===== src/rtl/oam_dma_pkg.sv =====
// -----------------------------------------------------------------------------
// oam_dma_pkg
// Shared types and constants for the OAM DMA engine.
//   oam_dma_state_t   : engine state (IDLE / START / XFER)
//   OAM_DMA_BYTES     : bytes copied per transfer (one full OAM image)
//   OAM_DMA_ECHO_BASE : first source page that is folded down onto work RAM
// -----------------------------------------------------------------------------
package oam_dma_pkg;

   typedef enum logic [1:0] {
      IDLE  = 2'd0,
      START = 2'd1,
      XFER  = 2'd2
   } oam_dma_state_t;

   localparam int         OAM_DMA_BYTES     = 160;
   localparam logic [7:0] OAM_DMA_ECHO_BASE = 8'hE0;
   localparam logic [7:0] OAM_DMA_LAST_IDX  = 8'(OAM_DMA_BYTES - 1);

endpackage


===== src/rtl/oam_dma_if.sv =====
// -----------------------------------------------------------------------------
// oam_dma_if
// Bundles the CPU register port, the source-bus read port and the OAM write
// port of the DMA engine.
//   master : the DMA engine itself
//   slave  : CPU / source memory / PPU side
//
// Handshake semantics: there is no valid/ready pair on this bus. reg_write is a
// single-cycle strobe sampled on posedge clk and is always accepted (it
// restarts any transfer in flight). oam_write is a single-cycle strobe that the
// OAM must accept unconditionally. dma_d_in is the synchronous read data for
// the dma_src_addr presented in the previous cycle.
// -----------------------------------------------------------------------------
interface oam_dma_if;

   logic        reg_write;
   logic [7:0]  reg_d_wr;
   logic [7:0]  reg_d_rd;
   logic        dma_active;
   logic [15:0] dma_src_addr;
   logic [7:0]  dma_d_in;
   logic [7:0]  oam_addr;
   logic [7:0]  oam_d_wr;
   logic        oam_write;

   modport master (
      input  reg_write, reg_d_wr, dma_d_in,
      output reg_d_rd, dma_active, dma_src_addr, oam_addr, oam_d_wr, oam_write
   );

   modport slave (
      output reg_write, reg_d_wr, dma_d_in,
      input  reg_d_rd, dma_active, dma_src_addr, oam_addr, oam_d_wr, oam_write
   );

endinterface


===== src/rtl/oam_dma.sv =====
// -----------------------------------------------------------------------------
// oam_dma
// OAM DMA engine. A CPU write to FF46 starts a 160-byte copy from
// {page, 8'h00} into OAM, one byte every CYCLES_PER_BYTE clocks, after a
// START delay of CYCLES_PER_BYTE clocks.
//
// Parameters
//   CYCLES_PER_BYTE : clocks per transferred byte, legal range 2..16
// Ports
//   clk       : system clock, posedge
//   rst       : asynchronous active-high reset
//   bus       : oam_dma_if.master (register, source-read and OAM-write ports)
//   dbg_state : current engine state, for observation only
// -----------------------------------------------------------------------------
module oam_dma
   import oam_dma_pkg::*;
#(
   parameter int CYCLES_PER_BYTE = 4
) (
   input  logic           clk,
   input  logic           rst,
   oam_dma_if.master      bus,
   output oam_dma_state_t dbg_state
);

   // Last value of both the START counter and the per-byte slot counter.
   localparam logic [3:0] SUB_LAST = 4'(CYCLES_PER_BYTE - 1);

   oam_dma_state_t state_q, state_d;
   logic [7:0]     page_q, page_d;
   logic [7:0]     idx_q, idx_d;
   logic [3:0]     sub_q, sub_d;
   logic [3:0]     start_ctr_q, start_ctr_d;

   logic [7:0]     eff_page;
   logic           dma_active;
   logic [15:0]    dma_src_addr;
   logic [7:0]     oam_addr;
   logic           oam_write;

   // ---------------------------------------------------------------- state reg
   always_ff @(posedge clk or posedge rst) begin
      if (rst) begin
         state_q     <= IDLE;
         page_q      <= 8'hFF;
         idx_q       <= 8'h00;
         sub_q       <= 4'h0;
         start_ctr_q <= 4'h0;
      end else begin
         state_q     <= state_d;
         page_q      <= page_d;
         idx_q       <= idx_d;
         sub_q       <= sub_d;
         start_ctr_q <= start_ctr_d;
      end
   end

   // --------------------------------------------------------------- next state
   always_comb begin
      state_d     = state_q;
      page_d      = page_q;
      idx_d       = idx_q;
      sub_d       = sub_q;
      start_ctr_d = start_ctr_q;

      if (bus.reg_write) begin
         // A register write restarts from any state, including the final slot
         // of a running transfer, so it takes priority over the FSM below.
         page_d      = bus.reg_d_wr;
         idx_d       = 8'h00;
         sub_d       = 4'h0;
         start_ctr_d = 4'h0;
         state_d     = START;
      end else begin
         case (state_q)
            IDLE: begin
            end

            START: begin
               if (start_ctr_q == SUB_LAST) begin
                  state_d     = XFER;
                  start_ctr_d = 4'h0;
                  idx_d       = 8'h00;
                  sub_d       = 4'h0;
               end else begin
                  start_ctr_d = start_ctr_q + 4'h1;
               end
            end

            XFER: begin
               if (sub_q == SUB_LAST) begin
                  sub_d = 4'h0;
                  if (idx_q == OAM_DMA_LAST_IDX) begin
                     state_d = IDLE;
                     idx_d   = 8'h00;
                  end else begin
                     idx_d = idx_q + 8'h01;
                  end
               end else begin
                  sub_d = sub_q + 4'h1;
               end
            end

            default: begin
               state_d = IDLE;
            end
         endcase
      end
   end

   // Echo WRAM pages E0-FF alias C0-DF; the subtraction cannot wrap here.
   assign eff_page = (page_q >= OAM_DMA_ECHO_BASE) ? (page_q - 8'h20) : page_q;

   // ------------------------------------------------------------------ outputs
   // Decoded only from registered state so reg_write in the same cycle cannot
   // disturb a write that is already on the bus.
   always_comb begin
      dma_active   = 1'b0;
      dma_src_addr = 16'h0000;
      oam_write    = 1'b0;
      oam_addr     = 8'h00;
      if (state_q == XFER) begin
         dma_active = 1'b1;
         if (sub_q == 4'h0) begin
            dma_src_addr = {eff_page, idx_q};
         end
         // Read data for the sub==0 address arrives in this slot.
         if (sub_q == 4'h1) begin
            oam_write = 1'b1;
            oam_addr  = idx_q;
         end
      end
   end

   assign bus.dma_active   = dma_active;
   assign bus.dma_src_addr = dma_src_addr;
   assign bus.oam_write    = oam_write;
   assign bus.oam_addr     = oam_addr;
   assign bus.oam_d_wr     = bus.dma_d_in;
   assign bus.reg_d_rd     = page_q;
   assign dbg_state        = state_q;

endmodule

===== src/flat_wrapper.sv =====
// flat-port wrapper written by rule: the top's interface ports become plain ports
module oam_dma_flat import oam_dma_pkg::*;
#(
   parameter int CYCLES_PER_BYTE = 4
)
  (clk, rst, dbg_state, bus_reg_write, bus_reg_d_wr, bus_dma_d_in, bus_reg_d_rd, bus_dma_active, bus_dma_src_addr, bus_oam_addr, bus_oam_d_wr, bus_oam_write);
  oam_dma_if bus_i ();
  input  logic clk;
  input  logic rst;
  output oam_dma_state_t dbg_state;
  input wire logic [$bits(bus_i.reg_write)-1:0] bus_reg_write;
  input wire logic [$bits(bus_i.reg_d_wr)-1:0] bus_reg_d_wr;
  input wire logic [$bits(bus_i.dma_d_in)-1:0] bus_dma_d_in;
  output wire logic [$bits(bus_i.reg_d_rd)-1:0] bus_reg_d_rd;
  output wire logic [$bits(bus_i.dma_active)-1:0] bus_dma_active;
  output wire logic [$bits(bus_i.dma_src_addr)-1:0] bus_dma_src_addr;
  output wire logic [$bits(bus_i.oam_addr)-1:0] bus_oam_addr;
  output wire logic [$bits(bus_i.oam_d_wr)-1:0] bus_oam_d_wr;
  output wire logic [$bits(bus_i.oam_write)-1:0] bus_oam_write;
  assign bus_i.reg_write = bus_reg_write;
  assign bus_i.reg_d_wr = bus_reg_d_wr;
  assign bus_i.dma_d_in = bus_dma_d_in;
  assign bus_reg_d_rd = bus_i.reg_d_rd;
  assign bus_dma_active = bus_i.dma_active;
  assign bus_dma_src_addr = bus_i.dma_src_addr;
  assign bus_oam_addr = bus_i.oam_addr;
  assign bus_oam_d_wr = bus_i.oam_d_wr;
  assign bus_oam_write = bus_i.oam_write;
  oam_dma #(.CYCLES_PER_BYTE(CYCLES_PER_BYTE)) u_core (.clk(clk), .rst(rst), .bus(bus_i), .dbg_state(dbg_state));
endmodule

===== config.mk =====
export PLATFORM = sky130hd
export DESIGN_NAME = oam_dma_flat
export DESIGN_NICKNAME = d
export VERILOG_FILES = /design/src/rtl/oam_dma_pkg.sv /design/src/rtl/oam_dma_if.sv /design/src/rtl/oam_dma.sv /design/src/flat_wrapper.sv
export SDC_FILE = /design/constraint.sdc
export NUM_CORES = 1
export LEC_CHECK = 0
export CORE_ASPECT_RATIO = 0.7
export CORE_MARGIN = 2
export CORE_UTILIZATION = 39
export DETAILED_ROUTE_END_ITERATION = 10
export GPL_TIMING_DRIVEN = 0
export HOLD_SLACK_MARGIN = 0.05
export PLACE_DENSITY_LB_ADDON = 0.05
export SYNTH_ARGS = -nofsm -noshare
export SYNTH_HDL_FRONTEND = slang
export SYNTH_SLANG_ARGS = --single-unit

===== constraint.sdc =====
create_clock -name clk -period 1.8 [get_ports clk]
set_clock_uncertainty 0.15 [all_clocks]
set_input_delay 0.27 -clock clk [delete_from_list [all_inputs] [get_ports clk]]
set_output_delay 0.27 -clock clk [all_outputs]
set_load 0.1 [all_outputs]

==> flow_summary.toml <==
[run_status]
status = "finished with violations"
violations = "negative setup slack"

[job]
cap_viol_max_count = 0

[drt]
via_per_inst = 5.343
routed_wl_mm = 5.186
postRouteAntennaNets = 0
route.detailed.drc = 0
drt_first_pass_iters = 4
wire_per_inst_um = 16.95
vias = 1635
initialDrtViolationCount = 105

[timing]
slew_viol_final = 0
hold_viol = 0
setup_slack_ns = -0.2510
setup_viol = 31
period_share_pct = 113.9
worstMarginPinSlew_ns = 1.031
worst_hold_slack_ns = 0.1454
tns_ns = -5.431
fmax_mhz = 487.6
period_needed_ns = 2.051
relSlewSlack_pct = 31.21
rsz0062_at_grt = "yes"

[setup_path]
crit_family = "buffers and inverters"
cp_slowest_cell = "dfrtp_1"
cp.arrival_ns = 1.63
cp.required_ns = 1.38
max_stage_delay_ns = 0.40
cp_num_buf_inv = 3
cp_common_cell = "buf_4"
cp_max_fo = 5
critical_path.cell_chain = "buf_4 -> buf_4 -> ha_4 -> and3_4 -> and2_4 -> buf_12"
cp-start-kind = "flip-flop"
end_kind = "primary output"
path_class = "flip-flop to primary output"

[pwr]
peakVddDrop_mv = 0.8486
totalPowerFinal_uw = 1699
p_seq_share_pct = 41.0
comb_power_share_pct = 38.7
power_frac_clock_pct = 20.3
netSwitchingFraction_pct = 40.38
p_leak_uw = 0.001314
p_sw_uw = 686.1
p_per_area_nw_per_um2 = 572.8
p_int_uw = 1013

[clock_network]
root_buffer = "clkbuf_8"
cts_tree = "built"
cts_buffer_depth = 2
cts_buffers = 3
cts_sinks = 26
ctsHoldBuffers = 0
clk_pin_slew_ns = 0.09
htreeDepth = 1
clk_latency_ns = 0.28

[synth]
synth_area_per_cell_um2 = 9.894
synth_nets = 187
yosys_warnings = 0
ys_types = 43
yosys_register_bits = 26
synth_cells = 162
synth-seq-area-share_pct = 41.22
syn_area_um2 = 1603

[layout]
syn2layout_area_growth_pct = 85.09
layout-drive-gt1-share_pct = 63.78
nNetsFinal = 280
fillerInstances = 276
finalNonFillerCells = 306
n_antenna_cell = 0

[floorplan]
die_h_um = 57.64
coreArea_um2 = 3923
die_area_um2 = 4647
fp-row-count = 19
die_w_um = 80.62
io-pin-count = 63
initial_utilization_pct = 40.86

[grt]
grt_pass1_vias = 1578
grt_pass1_wl_mm = 7.576
grtUsageTotal_pct = 21.50
grt_max_degree = 27
overflow = 0
antenna_found_initial = 0

[placement]
pre_cts_ws_ns = -0.9339
hpwlAfterDp_mm = 2.802
gp_congestion = 0.8817
placedCellCount = 267
port_buffers = 53

[min_path]
hp-class = "input pin to flip-flop"
[synthesized netlist by cell type, drive strengths merged]
cell type	instances	area [um2]
a211o	2	17.52
a211oi	1	12.51
a21o	2	15.01
a21oi	4	20.02
a221o	1	10.01
a22o	2	17.52
a311o	1	10.01
a31oi	1	6.260
and2	21	133.9
and2b	1	8.760
and3	7	43.79
and4	1	8.760
buf	10	76.32
clkbuf	3	11.26
dfrtp	18	450.4
dfstp	8	210.2
ha	6	75.07
inv	7	26.28
mux2	7	78.83
nand2	10	37.54
nand2b	2	12.51
nand3	6	30.03
nand4	4	25.02
nand4b	1	8.760
nor2	7	33.78
nor2b	1	6.260
nor3	3	15.01
nor3b	3	50.05
nor4	1	12.51
o211ai	1	12.51
o21a	2	15.01
o21ai	12	60.06
o22ai	1	6.260
o31ai	1	7.510
or2	1	8.760
or3b	2	20.02
xor2	1	8.760
[flip-flops by register name, indices dropped and copies added (netlist names)]
register,cells
u_core.idx_q,8
u_core.start_ctr_q,4
u_core.dbg_state,2
u_core.bus.reg_d_rd,8
u_core.sub_q,4
[logic make-up after synthesis]
group	count (synthesis)	share of synthesized area [%]
xor gates and xnor gates	1	0.5465
muxes	7	4.918
AOI/OAI and AO/OA	31	13.12
DFF	26	41.22
buffers and inverters	20	7.104
adders and majority gates	6	4.684
and+or+nand+nor	71	28.41
[path summary, 6_finish.rpt]
| kind | start | end | slack (ns) | depth (start not counted) |
|---|---|---|---|---|
| setup reg to reg | u_core.sub_q[1]$_DFFE_PP0P_ | u_core.idx_q[2]$_DFFE_PP0P_ | -0.12 | 8 |
| min in group asynchronous | rst | u_core.start_ctr_q[2]$_DFFE_PP0P_ | 0.39 | 2 |
| max in group asynchronous | rst | u_core.dbg_state[1]$_DFFE_PP0P_ | 0.38 | 2 |
| setup / recovery | u_core.sub_q[0]$_DFFE_PP0P_ | bus_oam_addr[3] | -0.25 | 6 |
| hold / removal | bus_reg_write | u_core.dbg_state[0]$_DFFE_PP0P_ | 0.15 | 3 |
| hold reg to reg | u_core.bus.reg_d_rd[5]$_DFFE_PP1P_ | u_core.bus.reg_d_rd[5]$_DFFE_PP1P_ | 0.37 | 2 |
[through the flow]
step | utilization (%) | instance area [um2]
final | 75.63 | 2967
after global routing | 75.63 | 2967
after global placement | 59.11 | 2318
after floorplan | - | 1723
after detailed placement | 59.11 | 2318
after CTS | 72.34 | 2838
[what timing repair did]
item / 4_1_cts / 5_1_grt
pin swaps: 21 / 11
endpoints found under the hold margin: 0 / 0
buffers inserted: 25 / 9
endpoints found under the setup margin: 49 / 42
gates cloned: 1 / 1
resized for setup: 296 / 30
[power by group through the flow]
stage          sequential [uW]  combinational [uW]  clock, uW
4_1_cts                    694                 643        355
3_5_place_dp               713                 603          0
3_3_place_gp               707                 590          0
2_1_floorplan              905                 272          0
6_report                   696                 658        345
5_1_grt                    705                 697        389
[worst min-delay path: stages]
cell and delay (ns):
buf_6 0.13, inv_1 0.07, o21ai_0 0.07
[cell type report]
| cell class | count | area (um2) | share of cell area, % |
|---|---|---|---|
| inverters | 7 | 26.28 | 0.8857 |
| multi-input cells | 117 | 1031 | 34.75 |
| clock buffers | 4 | 45.04 | 1.518 |
| repair buffers | 88 | 1025 | 34.54 |
| well taps | 52 | 65.06 | 2.193 |
| flip-flops and latches | 26 | 673.1 | 22.69 |
| plain buffers | 12 | 101.3 | 3.416 |
[layer usage]
metal / up-vias / GRT usage, % / share of wire, %
met4: 0 / 6.780 / 1.5
met5: - / 0 / 0
li1: 754 / - / -
met1: 792 / 26.68 / 42
met3: 9 / 4.673 / 8.0
met2: 80 / 37.74 / 49
[placed cells by master, fill, tap and decap left out, drive strengths merged, types with 2 or more instances in the layout]
master	Yosys	layout
buf	10	78
and2	21	21
nand3	6	6
mux2	7	7
and3	7	8
dlygate4sd2	0	8
a21oi	4	4
or3b	2	2
clkbuf	3	7
a21o	2	2
dfstp	8	8
nor3	3	3
nor3b	3	3
nand4	4	4
ha	6	6
nand2	10	10
o21ai	12	12
clkdlybuf4s15	0	2
inv	7	7
a211o	2	2
a22o	2	2
o21a	2	2
nor2	7	7
nand2b	2	2
clkdlybuf4s50	0	9
dfrtp	18	18
No activity file was read; power rests on OpenSTA's default activity.
